[src/rtl/alu_types.sv]
// alu_types: shared types for the ALU and its handshaked responder.
//   alu_control_t      4-bit operation select (AND, OR, ADD, SUB, SLT, NOR)
//   alu_control_legal  1 for defined encodings, 0 otherwise
//   alu_rsp_t          one response / buffer entry
//   fifo_state_t       occupancy of the 2-entry response buffer
package alu_types;

    localparam int TAG_W = 4;

    typedef enum logic [3:0] {
        ALU_AND = 4'b0000,
        ALU_OR  = 4'b0001,
        ALU_ADD = 4'b0010,
        ALU_SUB = 4'b0110,
        ALU_SLT = 4'b0111,
        ALU_NOR = 4'b1100
    } alu_control_t;

    typedef struct packed {
        logic [31:0]      result;
        logic             overflow;
        logic             zero;
        logic             equal;
        logic             illegal;
        logic [TAG_W-1:0] tag;
    } alu_rsp_t;

    typedef enum logic [1:0] {
        EMPTY = 2'd0,
        ONE   = 2'd1,
        FULL  = 2'd2
    } fifo_state_t;

    function automatic logic alu_control_legal(alu_control_t c);
        case (c)
            ALU_AND, ALU_OR, ALU_ADD, ALU_SUB, ALU_SLT, ALU_NOR: return 1'b1;
            default:                                             return 1'b0;
        endcase
    endfunction

endpackage

[src/rtl/alu_responder_if.sv]
// alu_responder_if: request/response handshake bundle.
//   req_*  : valid/ready request channel (a, b, control, tag)
//   rsp_*  : valid/ready response channel (result, flags, illegal, tag)
// Modports: master drives requests and consumes responses; slave is the
// responder.
interface alu_responder_if
    import alu_types::*;
#(
    parameter int N     = 32,
    parameter int TAG_W = 4
);
    logic             req_valid;
    logic             req_ready;
    logic [N-1:0]     req_a;
    logic [N-1:0]     req_b;
    alu_control_t     req_control;
    logic [TAG_W-1:0] req_tag;

    logic             rsp_valid;
    logic             rsp_ready;
    logic [N-1:0]     rsp_result;
    logic             rsp_overflow;
    logic             rsp_zero;
    logic             rsp_equal;
    logic             rsp_illegal;
    logic [TAG_W-1:0] rsp_tag;

    modport master (
        output req_valid, req_a, req_b, req_control, req_tag, rsp_ready,
        input  req_ready, rsp_valid, rsp_result, rsp_overflow, rsp_zero,
               rsp_equal, rsp_illegal, rsp_tag
    );

    modport slave (
        input  req_valid, req_a, req_b, req_control, req_tag, rsp_ready,
        output req_ready, rsp_valid, rsp_result, rsp_overflow, rsp_zero,
               rsp_equal, rsp_illegal, rsp_tag
    );
endinterface

[src/rtl/alu.sv]
// alu: combinational 32-bit ALU.
//   a, b      operands
//   control   operation select
//   result    operation result (0 for undefined control)
//   overflow  signed overflow of ADD/SUB, 0 otherwise
//   zero      result == 0
//   equal     a == b
module alu
    import alu_types::*;
#(
    parameter int N = 32
) (
    input  logic [N-1:0] a,
    input  logic [N-1:0] b,
    input  alu_control_t control,
    output logic [N-1:0] result,
    output logic         overflow,
    output logic         zero,
    output logic         equal
);
    always_comb begin
        result   = '0;
        overflow = 1'b0;
        case (control)
            ALU_AND: result = a & b;
            ALU_OR:  result = a | b;
            ALU_NOR: result = ~(a | b);
            ALU_ADD: begin
                result   = a + b;
                overflow = (a[N-1] == b[N-1]) && (result[N-1] != a[N-1]);
            end
            ALU_SUB: begin
                result   = a - b;
                overflow = (a[N-1] != b[N-1]) && (result[N-1] != a[N-1]);
            end
            ALU_SLT: result = {{(N-1){1'b0}}, ($signed(a) < $signed(b))};
            default: result = '0;
        endcase
    end

    assign zero  = (result == '0);
    assign equal = (a == b);
endmodule

[src/rtl/alu_rsp_fifo2.sv]
// alu_rsp_fifo2: 2-entry circular response buffer.
//   clk, rst  clock, synchronous active-high reset
//   push, din write din at the tail (ignored when FULL)
//   pop       advance the head (ignored when EMPTY)
//   dout      head entry; when EMPTY it keeps showing the last popped entry
//   count     occupancy 0..2
module alu_rsp_fifo2
    import alu_types::*;
(
    input  logic        clk,
    input  logic        rst,
    input  logic        push,
    input  logic        pop,
    input  alu_rsp_t    din,
    output alu_rsp_t    dout,
    output logic [1:0]  count
);
    fifo_state_t state, state_nxt;
    alu_rsp_t    mem [2];
    logic        wr_ptr, rd_ptr;
    logic        do_push, do_pop;

    assign do_push = push && (state != FULL);
    assign do_pop  = pop  && (state != EMPTY);

    always_comb begin
        state_nxt = state;
        case (state)
            EMPTY: if (do_push) state_nxt = ONE;
            ONE: begin
                if (do_push && !do_pop)      state_nxt = FULL;
                else if (do_pop && !do_push) state_nxt = EMPTY;
            end
            FULL:    if (do_pop) state_nxt = ONE;
            default: state_nxt = EMPTY;
        endcase
    end

    always_ff @(posedge clk) begin
        if (rst) begin
            state  <= EMPTY;
            wr_ptr <= 1'b0;
            rd_ptr <= 1'b0;
            for (int i = 0; i < 2; i++) mem[i] <= '0;
        end else begin
            state <= state_nxt;
            if (do_push) begin
                mem[wr_ptr] <= din;
                wr_ptr      <= ~wr_ptr;
            end
            if (do_pop) rd_ptr <= ~rd_ptr;
        end
    end

    // When empty the entry just behind the head is the last one popped
    // (or zero after reset), so the response data holds steady.
    assign dout  = (state == EMPTY) ? mem[~rd_ptr] : mem[rd_ptr];
    assign count = state;
endmodule

[src/rtl/alu_responder.sv]
// alu_responder: handshaked, registered front end for the 32-bit ALU.
//   clk, rst  clock, synchronous active-high reset
//   bus       alu_responder_if slave: request in, response out
//   stat_ops, stat_overflows, stat_illegal
//             accept counters, present only with ALU_RESPONDER_STATS_EN
// Requests are evaluated by the ALU in the accept cycle and stored in a
// 2-entry buffer; responses leave in acceptance order.
module alu_responder
    import alu_types::*;
#(
    parameter int N     = 32,
    parameter int TAG_W = 4
) (
    input  logic           clk,
    input  logic           rst,
    alu_responder_if.slave bus
`ifdef ALU_RESPONDER_STATS_EN
    ,
    output logic [31:0]    stat_ops,
    output logic [15:0]    stat_overflows,
    output logic [15:0]    stat_illegal
`endif
);
    logic [N-1:0] alu_result;
    logic         alu_overflow, alu_zero, alu_equal;
    logic         legal, accept, pop;
    logic [1:0]   count;
    alu_rsp_t     rsp_in, rsp_head;

    alu #(.N(N)) u_alu (
        .a        (bus.req_a),
        .b        (bus.req_b),
        .control  (bus.req_control),
        .result   (alu_result),
        .overflow (alu_overflow),
        .zero     (alu_zero),
        .equal    (alu_equal)
    );

    assign legal = alu_control_legal(bus.req_control);

    always_comb begin
        rsp_in          = '0;
        rsp_in.result   = alu_result;
        rsp_in.overflow = alu_overflow;
        rsp_in.zero     = alu_zero;
        rsp_in.equal    = alu_equal;
        rsp_in.illegal  = ~legal;
        rsp_in.tag      = bus.req_tag;
    end

    // req_ready depends only on stored occupancy, never on rsp_ready.
    assign bus.req_ready = (count < 2'd2);
    assign bus.rsp_valid = (count != 2'd0);
    assign accept        = bus.req_valid && bus.req_ready;
    assign pop           = bus.rsp_valid && bus.rsp_ready;

    alu_rsp_fifo2 u_fifo (
        .clk   (clk),
        .rst   (rst),
        .push  (accept),
        .pop   (pop),
        .din   (rsp_in),
        .dout  (rsp_head),
        .count (count)
    );

    assign bus.rsp_result   = rsp_head.result;
    assign bus.rsp_overflow = rsp_head.overflow;
    assign bus.rsp_zero     = rsp_head.zero;
    assign bus.rsp_equal    = rsp_head.equal;
    assign bus.rsp_illegal  = rsp_head.illegal;
    assign bus.rsp_tag      = rsp_head.tag;

`ifdef ALU_RESPONDER_STATS_EN
    always_ff @(posedge clk) begin
        if (rst) begin
            stat_ops       <= '0;
            stat_overflows <= '0;
            stat_illegal   <= '0;
        end else if (accept) begin
            stat_ops <= stat_ops + 32'd1;
            if (alu_overflow) stat_overflows <= stat_overflows + 16'd1;
            if (!legal)       stat_illegal   <= stat_illegal + 16'd1;
        end
    end
`endif
endmodule

[src/flat_wrapper.sv]
// flat-port wrapper written by rule: the top's interface ports become plain ports
module alu_responder_flat import alu_types::*;
#(
    parameter int N     = 32,
    parameter int TAG_W = 4
)
  (clk, rst, bus_req_valid, bus_req_a, bus_req_b, bus_req_control, bus_req_tag, bus_rsp_ready, bus_req_ready, bus_rsp_valid, bus_rsp_result, bus_rsp_overflow, bus_rsp_zero, bus_rsp_equal, bus_rsp_illegal, bus_rsp_tag);
  alu_responder_if #(.N(N), .TAG_W(TAG_W)) bus_i ();
  input  logic clk;
  input  logic rst;
  input wire logic [$bits(bus_i.req_valid)-1:0] bus_req_valid;
  input wire logic [$bits(bus_i.req_a)-1:0] bus_req_a;
  input wire logic [$bits(bus_i.req_b)-1:0] bus_req_b;
  input wire logic [$bits(bus_i.req_control)-1:0] bus_req_control;
  input wire logic [$bits(bus_i.req_tag)-1:0] bus_req_tag;
  input wire logic [$bits(bus_i.rsp_ready)-1:0] bus_rsp_ready;
  output wire logic [$bits(bus_i.req_ready)-1:0] bus_req_ready;
  output wire logic [$bits(bus_i.rsp_valid)-1:0] bus_rsp_valid;
  output wire logic [$bits(bus_i.rsp_result)-1:0] bus_rsp_result;
  output wire logic [$bits(bus_i.rsp_overflow)-1:0] bus_rsp_overflow;
  output wire logic [$bits(bus_i.rsp_zero)-1:0] bus_rsp_zero;
  output wire logic [$bits(bus_i.rsp_equal)-1:0] bus_rsp_equal;
  output wire logic [$bits(bus_i.rsp_illegal)-1:0] bus_rsp_illegal;
  output wire logic [$bits(bus_i.rsp_tag)-1:0] bus_rsp_tag;
  assign bus_i.req_valid = bus_req_valid;
  assign bus_i.req_a = bus_req_a;
  assign bus_i.req_b = bus_req_b;
  assign bus_i.req_control = bus_req_control;
  assign bus_i.req_tag = bus_req_tag;
  assign bus_i.rsp_ready = bus_rsp_ready;
  assign bus_req_ready = bus_i.req_ready;
  assign bus_rsp_valid = bus_i.rsp_valid;
  assign bus_rsp_result = bus_i.rsp_result;
  assign bus_rsp_overflow = bus_i.rsp_overflow;
  assign bus_rsp_zero = bus_i.rsp_zero;
  assign bus_rsp_equal = bus_i.rsp_equal;
  assign bus_rsp_illegal = bus_i.rsp_illegal;
  assign bus_rsp_tag = bus_i.rsp_tag;
  alu_responder #(.N(N), .TAG_W(TAG_W)) u_core (.clk(clk), .rst(rst), .bus(bus_i));
endmodule
[config.mk]
export PLATFORM = sky130hd
export DESIGN_NAME = alu_responder_flat
export DESIGN_NICKNAME = d
export VERILOG_FILES = /design/src/rtl/alu_types.sv /design/src/rtl/alu_responder_if.sv /design/src/rtl/alu.sv /design/src/rtl/alu_rsp_fifo2.sv /design/src/rtl/alu_responder.sv /design/src/flat_wrapper.sv
export SDC_FILE = /design/constraint.sdc
export NUM_CORES = 1
export LEC_CHECK = 0
export BUFFER_PORTS_ARGS = -buffer_cell sky130_fd_sc_hd__buf_2
export CORE_ASPECT_RATIO = 2
export CORE_MARGIN = 2
export CORE_UTILIZATION = 47
export DETAILED_ROUTE_END_ITERATION = 6
export GPL_ROUTABILITY_DRIVEN = 0
export HOLD_SLACK_MARGIN = 0.02
export PLACE_DENSITY = 0.67
export SYNTH_ARGS = -nofsm -noshare
export SYNTH_HDL_FRONTEND = slang
export SYNTH_SLANG_ARGS = --single-unit
[constraint.sdc]
create_clock -name clk -period 4.3 [get_ports clk]
set_input_delay 0.215 -clock clk [delete_from_list [all_inputs] [get_ports clk]]
set_output_delay 0.215 -clock clk [all_outputs]
set_load 0.03 [all_outputs]
Word level (Yosys, flattened, before mapping)
Memories as Yosys holds them, arrays and structs flattened. A register that Yosys moved wholly into a read port is not among the register bits.
Cells that the tools add are included.
Storage, ports and cells
  logic and storage cells: 66
  input port bits: 76
  output and inout bits: 42
  memories: 1
  bits in writable memories: 80
  flip-flop bits (word level): 4
Memory list
  u_core.u_fifo.mem: depth 2, width 40, read ports 2, clocked after memory_dff 1, wr ports 2, RTL line alu_rsp_fifo2.sv:19  | alu_rsp_t mem [2];
Operators by class
  magnitude comparators: 2
  reductions and logical operators: 17
  multiplexer cells: 19
  equality and inequality tests: 16
  bitwise gates (word level): 6
  $add $sub $neg: 2
Operator list (number)
  32-bit case mux with 6 select lines: 1
  40-bit two-way mux: 2
  40-bit OR reduction: 1
  32-bit adder: 1
  32-bit AND: 1
  32-bit equality test: 1
  32-bit logical NOT: 1
  32-bit < comparator: 1
  32-bit inverter: 1
  32-bit bitwise OR: 1
  32-bit subtractor: 1
  1-bit two-way mux: 10
  4-bit by 3-bit equality test with 1-bit output (second input constant): 2
  1-bit logical AND: 8
  2-bit two-way mux: 4
  2-bit != test (second input constant): 3
  2-bit case mux with 3 select lines: 1
  6-bit OR reduction: 1
  4-bit by 1-bit equality test with 1-bit output (second input constant): 1
  4-bit by 2-bit equality test with 1-bit output (second input constant): 1
  4-bit equality test (second input constant): 1
  4-bit logical NOT: 1
  1-bit != test: 3
  3-bit != test (second input constant): 1
  10 further kinds: 13

Logic depth before layout (Yosys ltp)
  depth after elaboration: 8
  depth in mapped cells: 14
  mapped depth without buffers: 13

By module
From an unflattened synthesis, not the netlist that was laid out.
Unflattened totals
  cells, all modules: 1205
  area total of the unflattened synthesis: 9879.5 µm²
By module, submodules not included
  alu: area each 5905.7 µm², cells an instance 912, sequential area each 0.0 µm², times used 1
  alu_rsp_fifo2: area each 3907.5 µm², cells an instance 284, sequential area each 2502.4 µm², times used 1
  alu_responder: area each 66.3 µm², cells an instance 9, sequential area each 0.0 µm², times used 1

Worst setup path before layout
OpenSTA, ideal clock, no wires.
  path type: input to register
  start point: input port bus_req_a[0]
  end point: memory u_core.u_fifo.mem[0][6] (netlist name) (data pin)
  path slack: 1.079 ns
  required time: 4.124 ns
  path buffers: 0
  cell stages on the path: 13
  arrival time: 3.045 ns
  library setup time: 0.176 ns
  cell sequence: inv_1 -> ha_1 -> fa_1 -> nor3_1 -> o31ai_4 -> a31oi_4 -> nor3_1 -> a221oi_2 -> and3_1 -> and4_1 -> nand4_1 -> or4_4 -> nor4_1
RTL lines
  start, declared: RTL line flat_wrapper.sv:12  | input wire logic [$bits(bus_i.req_a)-1:0] bus_req_a;
  end, declared: RTL line alu_rsp_fifo2.sv:19

==> qor.tcl <==
set qor(run_status) {completed}
set qor(postCtsResizedCells) 0
set qor(viasPerCell) 6.559
set qor(critPathCaptureType) {flip-flop}
set qor(rsz_0062_raised_after_global_routing) {false}
set qor(fin_tns_setup_ns) 0
set qor(clock-root-buffer) {clkbuf_16}
set qor(max_slew_margin_pct) 30.59
set qor(path_clk_slew_ns) 0.06
set qor(final_layout_size_suffix_gt1_share_pct) 19.74
set qor(wl_per_cell_um) 22.77
set qor(dominantRegCellSynth) {edfxtp_1}
set qor(yosys-top-cells-count) {170 x nor2_1, 106 x inv_1, 100 x ha_1}
set qor(drtAntennaViolNets) 0
set qor(tritoncts) {built}
set qor(synth_cells) 1211
set qor(ys_types) 93
set qor(p_leak_nw) 4.748
set qor(setup_viol_count_final) 0
set qor(maxCapViolCount) 0
set qor(slew_of_the_pin_with_the_lowest_slew_margin_ns) 1.041
set qor(final_net_count) 1485
set qor(ys_top_cells_by_area) {edfxtp_1 24%, ha_1 13%, nor2_1 6.4%, mux2_2 4.7%, inv_1 4.0%}
set qor(vdd_ir_drop_max_mv) 0.2650
set qor(post_synthesis_sequential_element_count) 85
set qor(min-delay-path-class) {in2reg}
set qor(floorplan.initialDensity_pct) 47.53
set qor(power_density_nw_per_um2) 270.8
set qor(skew_ns) 0.006219
set qor(max_clock_freq_ghz) 0.2485
set qor(grt_pass1_vias) 10150
set qor(switching_share_pct) 39.81
set qor(synth.avg_cell_area_um2) 8.177
set qor(combined_area_of_all_synthesized_cells_um2) 9902
set qor(clock_insertion_delay_worst_skew_ns) 0.33
set qor(dp_hpwl_mm) 27.75
set qor(synth_most_common_cell) {nor2_1}
set qor(synth_fp_nets) 1389
set qor(critical_path.max_fanout) 14
set qor(floorplan.rows) 75
set qor(wire_length_of_the_first_global_routing_pass_mm) 54.96
set qor(drt_drc_violations_left) 0
set qor(timing.critical_path.cells) {buf_2 > inv_1 > ha_1 > nor4_1 > o21ai_0 > and4_1 > a221oi_2 > and3_1 > and4_1 > nand4_1 > or4_4 > nor4_1}
set qor(number_of_buffers_inserted_during_clock_tree_synthesis) 9
set qor(combPwrFrac_pct) 44.5
set qor(cp_num_buf_inv) 2
set qor(r2r-start) {u_core.u_fifo.count[1]}
set qor(final_util_pct) 53.37
set qor(h-tree-depth) 3
set qor(synth-edff-count) 80
set qor(hold_buffers) 0
set qor(num_vias) 10380
set qor(worstSetupPathType) {in2reg}
set qor(post_cts_buffers) 0
set qor(synth_async_sr_flop_share_pct) 0
set qor(slew_violations) 0
set qor(holdCritStartpoint) {rst}
set qor(first_pass_iters) 5
set qor(synthToLayoutAreaGrowth_pct) 12.28
set qor(placed_cells_incl_taps) 1565
set qor(setup.worst_path.start) {bus_req_b[23]}
set qor(yosysWarningCount) 0
set qor(die_w_um) 106.6
set qor(grt_start_max_net_pins) 42
set qor(power.internal_mw) 1.812
set qor(clock_power_share_pct) 22.8
set qor(synth.top_cell.area_share_pct) 24.26
set qor(timing.final.crit_share_pct) 93.60
set qor(wirelength_mm) 36.02
set qor(die-height_um) 209.3
set qor(synth.yosys.seq_area_share_pct) 25.27
set qor(final_hold_viol_count) 0
set qor(core_um2) 20830
set qor(fin_cells) 1582
set qor(p_seq_share_pct) 32.8
set qor(tritoncts_num_sinks) 85
set qor(synth_top_area_cell) {edfxtp_1}
set qor(worstPathArrival_ns) 4.17
set qor(cp.required_ns) 4.45
set qor(port-buffer-count) 117
set qor(grt_overflow_total) 0
set qor(buffer_depth_of_the_longest_clock_path) 2
set qor(ios) 118
set qor(number_of_antenna_violations_at_the_first_check_in_global_routing) 0
set qor(slowest_stage) {nor4_1}
set qor(drt_iter0_drc) 879
set qor(p_switching_mw) 1.199
set qor(global_route.usage.total_pct) 31.81
set qor(floorplan.die_area_um2) 22320
set qor(final_period_minus_worst_setup_slack_ns) 4.025
set qor(critPathMaxStageDelay_ns) 0.66
set qor(setup.worst_path.start_class) {input pin}
set qor(cpLargestDelayFamily) {simple AND/OR/NAND/NOR gates}
set qor(hold-worst-slack_ns) 0.1529
-- per-stage QoR --
stage | power, mW | instance area, µm² | worst slack (ns)
2_1_floorplan | 1.895 | 9902 | 1.079
3_3_place_gp | 2.288 | 10850 | 0.1673
3_5_place_dp | 2.300 | 10850 | 0.1561
4_1_cts | 2.979 | 11120 | 0.5001
5_1_grt | 3.138 | 11120 | 0.2736
6_report | 3.011 | 11120 | 0.2753
-- power groups by stage --
stage          Clock [mW]  Sequential, mW  Combinational, mW
2_1_floorplan           0           0.999              0.896
3_3_place_gp            0            1.00               1.29
3_5_place_dp            0            1.00               1.30
4_1_cts             0.690           0.987               1.30
5_1_grt             0.718           0.992               1.43
6_report            0.685           0.987               1.34
-- cell families (layout without fill, tap and decap cells) --
group / Yosys count / in the layout / synth area share [%]
AND/OR/NAND/NOR: 414 / 414 / 20.50
AO/OA/AOI/OAI: 369 / 369 / 27.52
buffers and inverters: 184 / 285 / 7.556
adder cells (fa/ha/maj): 102 / 102 / 13.04
flip-flops: 85 / 85 / 25.27
multiplexers: 44 / 44 / 4.966
XOR/XNOR: 13 / 13 / 1.150
other: 0 / 1 / 0
-- sequential cells by signal, summed over array words and instances (netlist names), named ones only --
| register | cells |
|---|---|
| u_core.u_fifo.count | 2 |
| u_core.u_fifo.mem | 80 |
| u_core.u_fifo.rd_ptr | 1 |
| u_core.u_fifo.wr_ptr | 1 |
-- layout by cell type (no fill, tap or decap), types with 12 or more instances in the layout --
cell type / count
buf_2: 117
o22ai_1: 19
nand2_1: 77
a21o_1: 15
ha_1: 100
a31oi_1: 12
nand3_1: 20
nor2b_1: 19
nand4_1: 21
inv_1: 106
nor4_1: 16
o221ai_1: 13
edfxtp_1: 80
buf_4: 42
nor2_1: 169
a21oi_1: 75
o21bai_1: 12
o21ai_0: 36
nor3_1: 20
mux2_2: 41
a22oi_1: 34
-- cell type report --
class,count,area (µm²)
Fill cell,2081,9714
Sequential cell,85,2502
Timing Repair Buffer,160,920.9
Multi-Input combinational cell,942,6679
Antenna cell,1,2.502
Inverter,109,409.1
Tap cell,269,336.6
Clock inverter,7,42.54
Clock buffer,9,225.2
-- worst paths after layout --
path                              end  slack [ns]  depth (start not counted)
max reg2reg  u_core.u_fifo.mem[0][22]        1.98                          5
min reg2reg      u_core.u_fifo.rd_ptr        0.54                          2
min              u_core.u_fifo.wr_ptr        0.15                          2
max           u_core.u_fifo.mem[0][6]        0.28                         12
-- per-layer routing --
metal / vias to the layer above / GRT usage (%) / wire length [µm]
li1: 4674 / - / -
met1: 4912 / 32.72 / 11970
met2: 585 / 56.20 / 17970
met3: 206 / 4.472 / 2457
met4: 0 / 25.62 / 3626
met5: - / 0 / 0
Note: power is estimated with default switching activity, not from simulation.
